<file path="src/rtl/rom_dmem_loader.sv">
`default_nettype none
// ============================================================================
// Module   : rom_dmem_loader
// Purpose  : Boot copy of a byte-wide ROM into 32-bit dmem, then hands dmem
//            ownership to the core (cpu_hold released).
// Revision : 1.0 - initial release
// ============================================================================
module rom_dmem_loader #(
    parameter int unsigned ROM_AW     = 16,
    parameter int unsigned ROM_BASE   = 0,
    parameter int unsigned BYTE_COUNT = 256,
    parameter int unsigned DMEM_BASE  = 0
) (
    input  logic              clk,
    input  logic              reset,
    input  logic              reload,
    output logic [ROM_AW-1:0] rom_addr,
    input  logic [7:0]        rom_data,
    input  logic              cpu_mem_write,
    input  logic [31:0]       cpu_addr,
    input  logic [31:0]       cpu_wdata,
    output logic              dmem_we,
    output logic [31:0]       dmem_addr,
    output logic [31:0]       dmem_wdata,
    output logic              cpu_hold,
    output logic              busy,
    output logic              done
);

    localparam int unsigned RP_W = ROM_AW + 1;
    localparam logic [RP_W-1:0] C_LAST_RP = RP_W'(BYTE_COUNT - 1);

    if (BYTE_COUNT == 0 || (BYTE_COUNT % 4) != 0 ||
        64'(BYTE_COUNT) > (64'd1 << ROM_AW)) begin : g_bad_byte_count
        $error("rom_dmem_loader: BYTE_COUNT must be a nonzero multiple of 4 and <= 2**ROM_AW");
    end
    if ((DMEM_BASE % 4) != 0) begin : g_bad_dmem_base
        $error("rom_dmem_loader: DMEM_BASE must be word aligned");
    end

    typedef enum logic [1:0] {
        S_LOAD = 2'd0,
        S_TAIL = 2'd1,
        S_LAST = 2'd2,
        S_DONE = 2'd3
    } state_t;

    state_t          state_q, state_d;
    logic [RP_W-1:0] rp_q, rp_d;
    logic [31:0]     pack_q, pack_d;
    logic            pend_q, pend_d;
    logic [31:0]     wr_addr_q, wr_addr_d;

    logic            w_cap;
    logic [RP_W-1:0] w_k;

    // The byte arriving this cycle belongs to the address issued last cycle.
    always_comb begin
        state_d   = state_q;
        rp_d      = rp_q;
        pack_d    = pack_q;
        pend_d    = 1'b0;
        wr_addr_d = wr_addr_q;
        w_k       = rp_q - RP_W'(1);
        w_cap     = (state_q == S_LOAD && rp_q != '0) || (state_q == S_TAIL);

        case (state_q)
            S_LOAD: begin
                rp_d = rp_q + RP_W'(1);
                if (rp_q == C_LAST_RP) state_d = S_TAIL;
            end
            S_TAIL:  state_d = S_LAST;
            S_LAST:  state_d = S_DONE;
            S_DONE: begin
                if (reload) begin
                    state_d   = S_LOAD;
                    rp_d      = '0;
                    pack_d    = '0;
                    wr_addr_d = DMEM_BASE;
                end
            end
            default: state_d = S_LOAD;
        endcase

        if (w_cap) begin
            pack_d[{w_k[1:0], 3'b000} +: 8] = rom_data;
            if (w_k[1:0] == 2'd3) begin
                pend_d    = 1'b1;
                wr_addr_d = DMEM_BASE + 32'({w_k[RP_W-1:2], 2'b00});
            end
        end
    end

    always_ff @(posedge clk or negedge reset) begin
        if (!reset) begin
            state_q   <= S_LOAD;
            rp_q      <= '0;
            pack_q    <= '0;
            pend_q    <= 1'b0;
            wr_addr_q <= DMEM_BASE;
        end else begin
            state_q   <= state_d;
            rp_q      <= rp_d;
            pack_q    <= pack_d;
            pend_q    <= pend_d;
            wr_addr_q <= wr_addr_d;
        end
    end

    always_comb begin
        rom_addr = ROM_AW'(ROM_BASE) +
                   ((state_q == S_LOAD) ? rp_q[ROM_AW-1:0] : C_LAST_RP[ROM_AW-1:0]);
        done     = (state_q == S_DONE);
        busy     = ~done;
        cpu_hold = ~done;
        if (done) begin
            dmem_we    = cpu_mem_write;
            dmem_addr  = cpu_addr;
            dmem_wdata = cpu_wdata;
        end else begin
            dmem_we    = pend_q;
            dmem_addr  = wr_addr_q;
            dmem_wdata = pack_q;
        end
    end

endmodule
`default_nettype wire
</file>
<file path="config.mk">
export PLATFORM = sky130hd
export DESIGN_NAME = rom_dmem_loader
export DESIGN_NICKNAME = d
export VERILOG_FILES = /design/src/rtl/rom_dmem_loader.sv
export SDC_FILE = /design/constraint.sdc
export NUM_CORES = 1
export LEC_CHECK = 0
export CORE_ASPECT_RATIO = 1.4
export CORE_MARGIN = 2
export CORE_UTILIZATION = 42
export DETAILED_ROUTE_END_ITERATION = 6
export PLACE_DENSITY = 0.74
export SYNTH_ARGS = -nofsm -noshare
export SYNTH_HDL_FRONTEND = slang
export SYNTH_SLANG_ARGS = --single-unit
</file>
<file path="constraint.sdc">
create_clock -name clk -period 2.4 [get_ports clk]
set_clock_uncertainty 0.05 [all_clocks]
set_input_delay 0.48 -clock clk [delete_from_list [all_inputs] [get_ports clk]]
set_output_delay 0.48 -clock clk [all_outputs]
set_load 0.02 [all_outputs]
</file>
==> impl_metrics.ini <==
[place]
port_buffers = 159
post-dp-hpwl_mm = 10.7
place_inst = 787
preCtsSetupSlack_ns = 0.0595
gp_routability_congestion = 0.860

[floorplan]
floorplan.io_pins = 160
die-height_um = 133
core_um2 = 11700
placementRows = 47
floorplan.die_area_um2 = 12800
die_w_um = 96.1
floorplan.initialDensity_pct = 42.6

[route]
via_per_inst = 5.43
drt_pre_antenna_iters = 4
via_count = 4388
route.detailed.wl_per_inst_um = 17.8
remaining_drc_errors = 0
drt-total-wl_mm = 14.4
final_antenna_net_count = 0
detailedRoute.firstIterationViolations = 168

[global_route]
globalRouteOverflowTotal = 0
grt_antenna_before_repair = 0
wire_length_of_the_first_global_routing_pass_mm = 22.6
maximum_number_of_pins_on_one_net_before_global_route_repair = 60
vias_in_the_first_global_route = 4566
groute.usage.overall_pct = 22.7

[yosys]
netlist_instances = 495
synth-simple-area-share_pct = 18.1
synth-compound-area-share_pct = 11.0
synth_seq_area_share_pct = 42.2
avg_inst_size_synth_um2 = 10.1
unique_cell_type_count_in_the_yosys_netlist = 46
synth_area_um2 = 4980
synth_fa_ha_area_share_pct = 2.76
synth.yosys.warnings = 0
synth_top_family_by_area = simple AND/OR/NAND/NOR gates
synth_edf_count = 0
share_of_synthesized_area_spent_on_multiplexers_pct = 17.9
synth_seq_cells = 84
synth_fp_nets = 582
postSynth.asyncResetShare_pct = 100
synth-xor-area-share_pct = 2.64
synth_flop_cell = dfrtp_1

[clock_network]
cts.hold.buffers_added = 0
total_number_of_clock_tree_sinks = 84
tritoncts = done
post_cts_clock_slew_at_the_launch_and_capture_registers_of_the_worst_setup_and_hold_paths_ns = 0.06
ctsHtreeMaxLevel = 3
root_buffer = clkbuf_16
clkLatencyLatePin_ns = 0.33
tritoncts.num_buffers = 9
clk_path_buf_depth = 2

[timing]
worstMarginPinSlew_ns = 0.540
max_freq_mhz = 423
timing_hold_violations_final = 0
unrepaired_setup_endpoints_after_global_routing = true
setup_viol_count_final = 0
setup_slack_ns = 0.0351
slew_viol_final = 0
period_share_pct = 98.5
final.min_clock_period_ns = 2.36
worst_slew_margin_rel_pct = 64.0

[job]
maxCapViolations = 0

[setup_path]
worst_path_max_delay_cell = dfrtp_1
cpPeakStageDelay_ns = 0.40
critical-path-top-delay-family = buffers and inverters
peak_fanout_along_the_critical_path = 15
worst_path_cell_chain = ha_4 > buf_6 > buf_12 > mux2_2 > clkdlybuf4s15_2
required_ns = 1.87
worstPathBufferInverterCount = 3
criticalPathCategory = flip-flop to output port
worst_ep_arrival_time_ns = 1.83
cp-start-kind = flip-flop
worst_setup_path_end_kind = output port

[finish]
drive_above_1_share_pct = 25.4
area_delta_synth_final_pct = 41.6
final-instance-count-excl-fill = 808
post_layout_net_count = 744
antenna-diode-count = 0
fin_util_pct = 60.3

[power_and_ir_drop]
leakage_nw = 3.39
p_per_area_nw_per_um2 = 1260
peakVddDrop_mv = 0.647

[worst_hold_path]
hold_path_class = primary input to asynchronous set/reset pin

[outcome]
status = completed
power by group:
part	total [mW]	internal [mW]	switching, mW
registers	2.02	1.76	0.258
clock network	1.36	0.827	0.537
logic	5.51	2.42	3.09
total	8.90	5.01	3.88
cell usage after synthesis, types with 6 or more instances:
library cell	instances	area [um^2]
mux2_2	65	732
and3_1	18	113
xnor2_1	11	96.3
clkbuf_1	19	71.3
nand4_1	6	37.5
o21ai_0	14	70.1
nand2_1	61	229
nand2b_1	10	62.6
ha_1	11	138
buf_2	14	70.1
inv_1	9	33.8
mux2i_1	15	150
o211ai_1	24	180
nand3_1	21	105
and2_1	10	62.6
nor2_1	9	33.8
o21ai_1	25	125
dfrtp_1	84	2100
buf_4	6	45.0
o31ai_1	6	45.0
cell type report:
type | instances | area (um^2)
Multi-Input combinational cell | 356 | 2650
Clock inverter | 4 | 50.0
Tap cell | 147 | 184
Inverter | 10 | 37.5
Clock buffer | 11 | 243
Fill cell | 1001 | 4650
Sequential cell | 84 | 2100
Timing Repair Buffer | 196 | 1780
cells in the final DEF, fill, tap and decap left out, drive strengths merged, types with 2 or more instances in the layout:
cell type / n
ha: 11
and3: 18
xor2: 4
inv: 10
nor4: 9
a32o: 3
nor4b: 2
dfrtp: 84
a21oi: 5
nand3: 21
clkbuf: 17
nand2: 61
nand4: 6
o31ai: 6
mux2i: 15
o211ai: 24
xnor2: 11
buf: 58
or4: 5
dlygate4sd2: 54
and2: 10
clkinvlp: 2
clkdlybuf4s15: 3
nand2b: 10
nor3: 8
a31o: 2
o21ai: 42
nor2: 9
nor2b: 3
mux2: 66
clkdlybuf4s50: 75
sequential cells by signal, indices dropped and copies added, names as in the netlist:
name and flops:
pend_q 1, pack_q 32, wr_addr_q 32, rp_q 17
state_q 2
metrics by stage:
stage / hold WS (ns) / instance area [um^2] / TNS, ns / total power, mW
6_report: 0.0514 / 7050 / 0 / 8.90
5_1_grt: 0.0787 / 7050 / -0.0513 / 9.46
4_1_cts: 0.0601 / 7110 / 0 / 8.95
3_5_place_dp: 0.419 / 6880 / 0 / 7.86
3_3_place_gp: 0.419 / 6880 / 0 / 7.70
2_1_floorplan: 0.134 / 4980 / 0 / 5.58
worst paths after layout:
| check | from | to | slack, ns | cells past startpoint |
|---|---|---|---|---|
| setup / recovery | state_q[1]$_DFFE_PN0P_ | dmem_addr[18] | 0.04 | 5 |
| setup reg to reg | rp_q[1]$_DFFE_PN0P_ | pack_q[10]$_DFF_PN0_ | 0.23 | 9 |
| hold reg to reg | wr_addr_q[4]$_DFF_PN0_ | wr_addr_q[4]$_DFF_PN0_ | 0.45 | 1 |
| max in group asynchronous | reset | state_q[0]$_DFFE_PN0P_ | 1.62 | 2 |
| hold / removal | reset | wr_addr_q[15]$_DFF_PN0_ | 0.05 | 1 |
| min in group clk | wr_addr_q[4]$_DFF_PN0_ | wr_addr_q[4]$_DFF_PN0_ | 0.45 | 1 |
kinds of logic (layout without fill, tap and decap cells):
kind of cell    after synthesis  after routing
simple gates                164            164
compound gates               85             85
flops                        84             84
mux                          81             81
buf+inv                      55            221
xor+xnor                     15             15
fa+ha+maj                    11             11
routing by layer:
metal  wire length (um)  part of all wire, %  track usage, %
met1               5400                   38            25.8
met2               7630                   53            39.2
met3                676                  4.7            3.82
met4                665                  4.6            12.5
met5                  0                    0               0
repair_timing:
action | 4_1_cts | 5_1_grt
pin swaps | 1 | 2
gates resized for setup | 151 | 13
setup endpoints to repair | 83 | 64
gates cloned | 1 | 0
setup buffers | 3 | 2
Note: power is estimated with default switching activity, not from simulation.
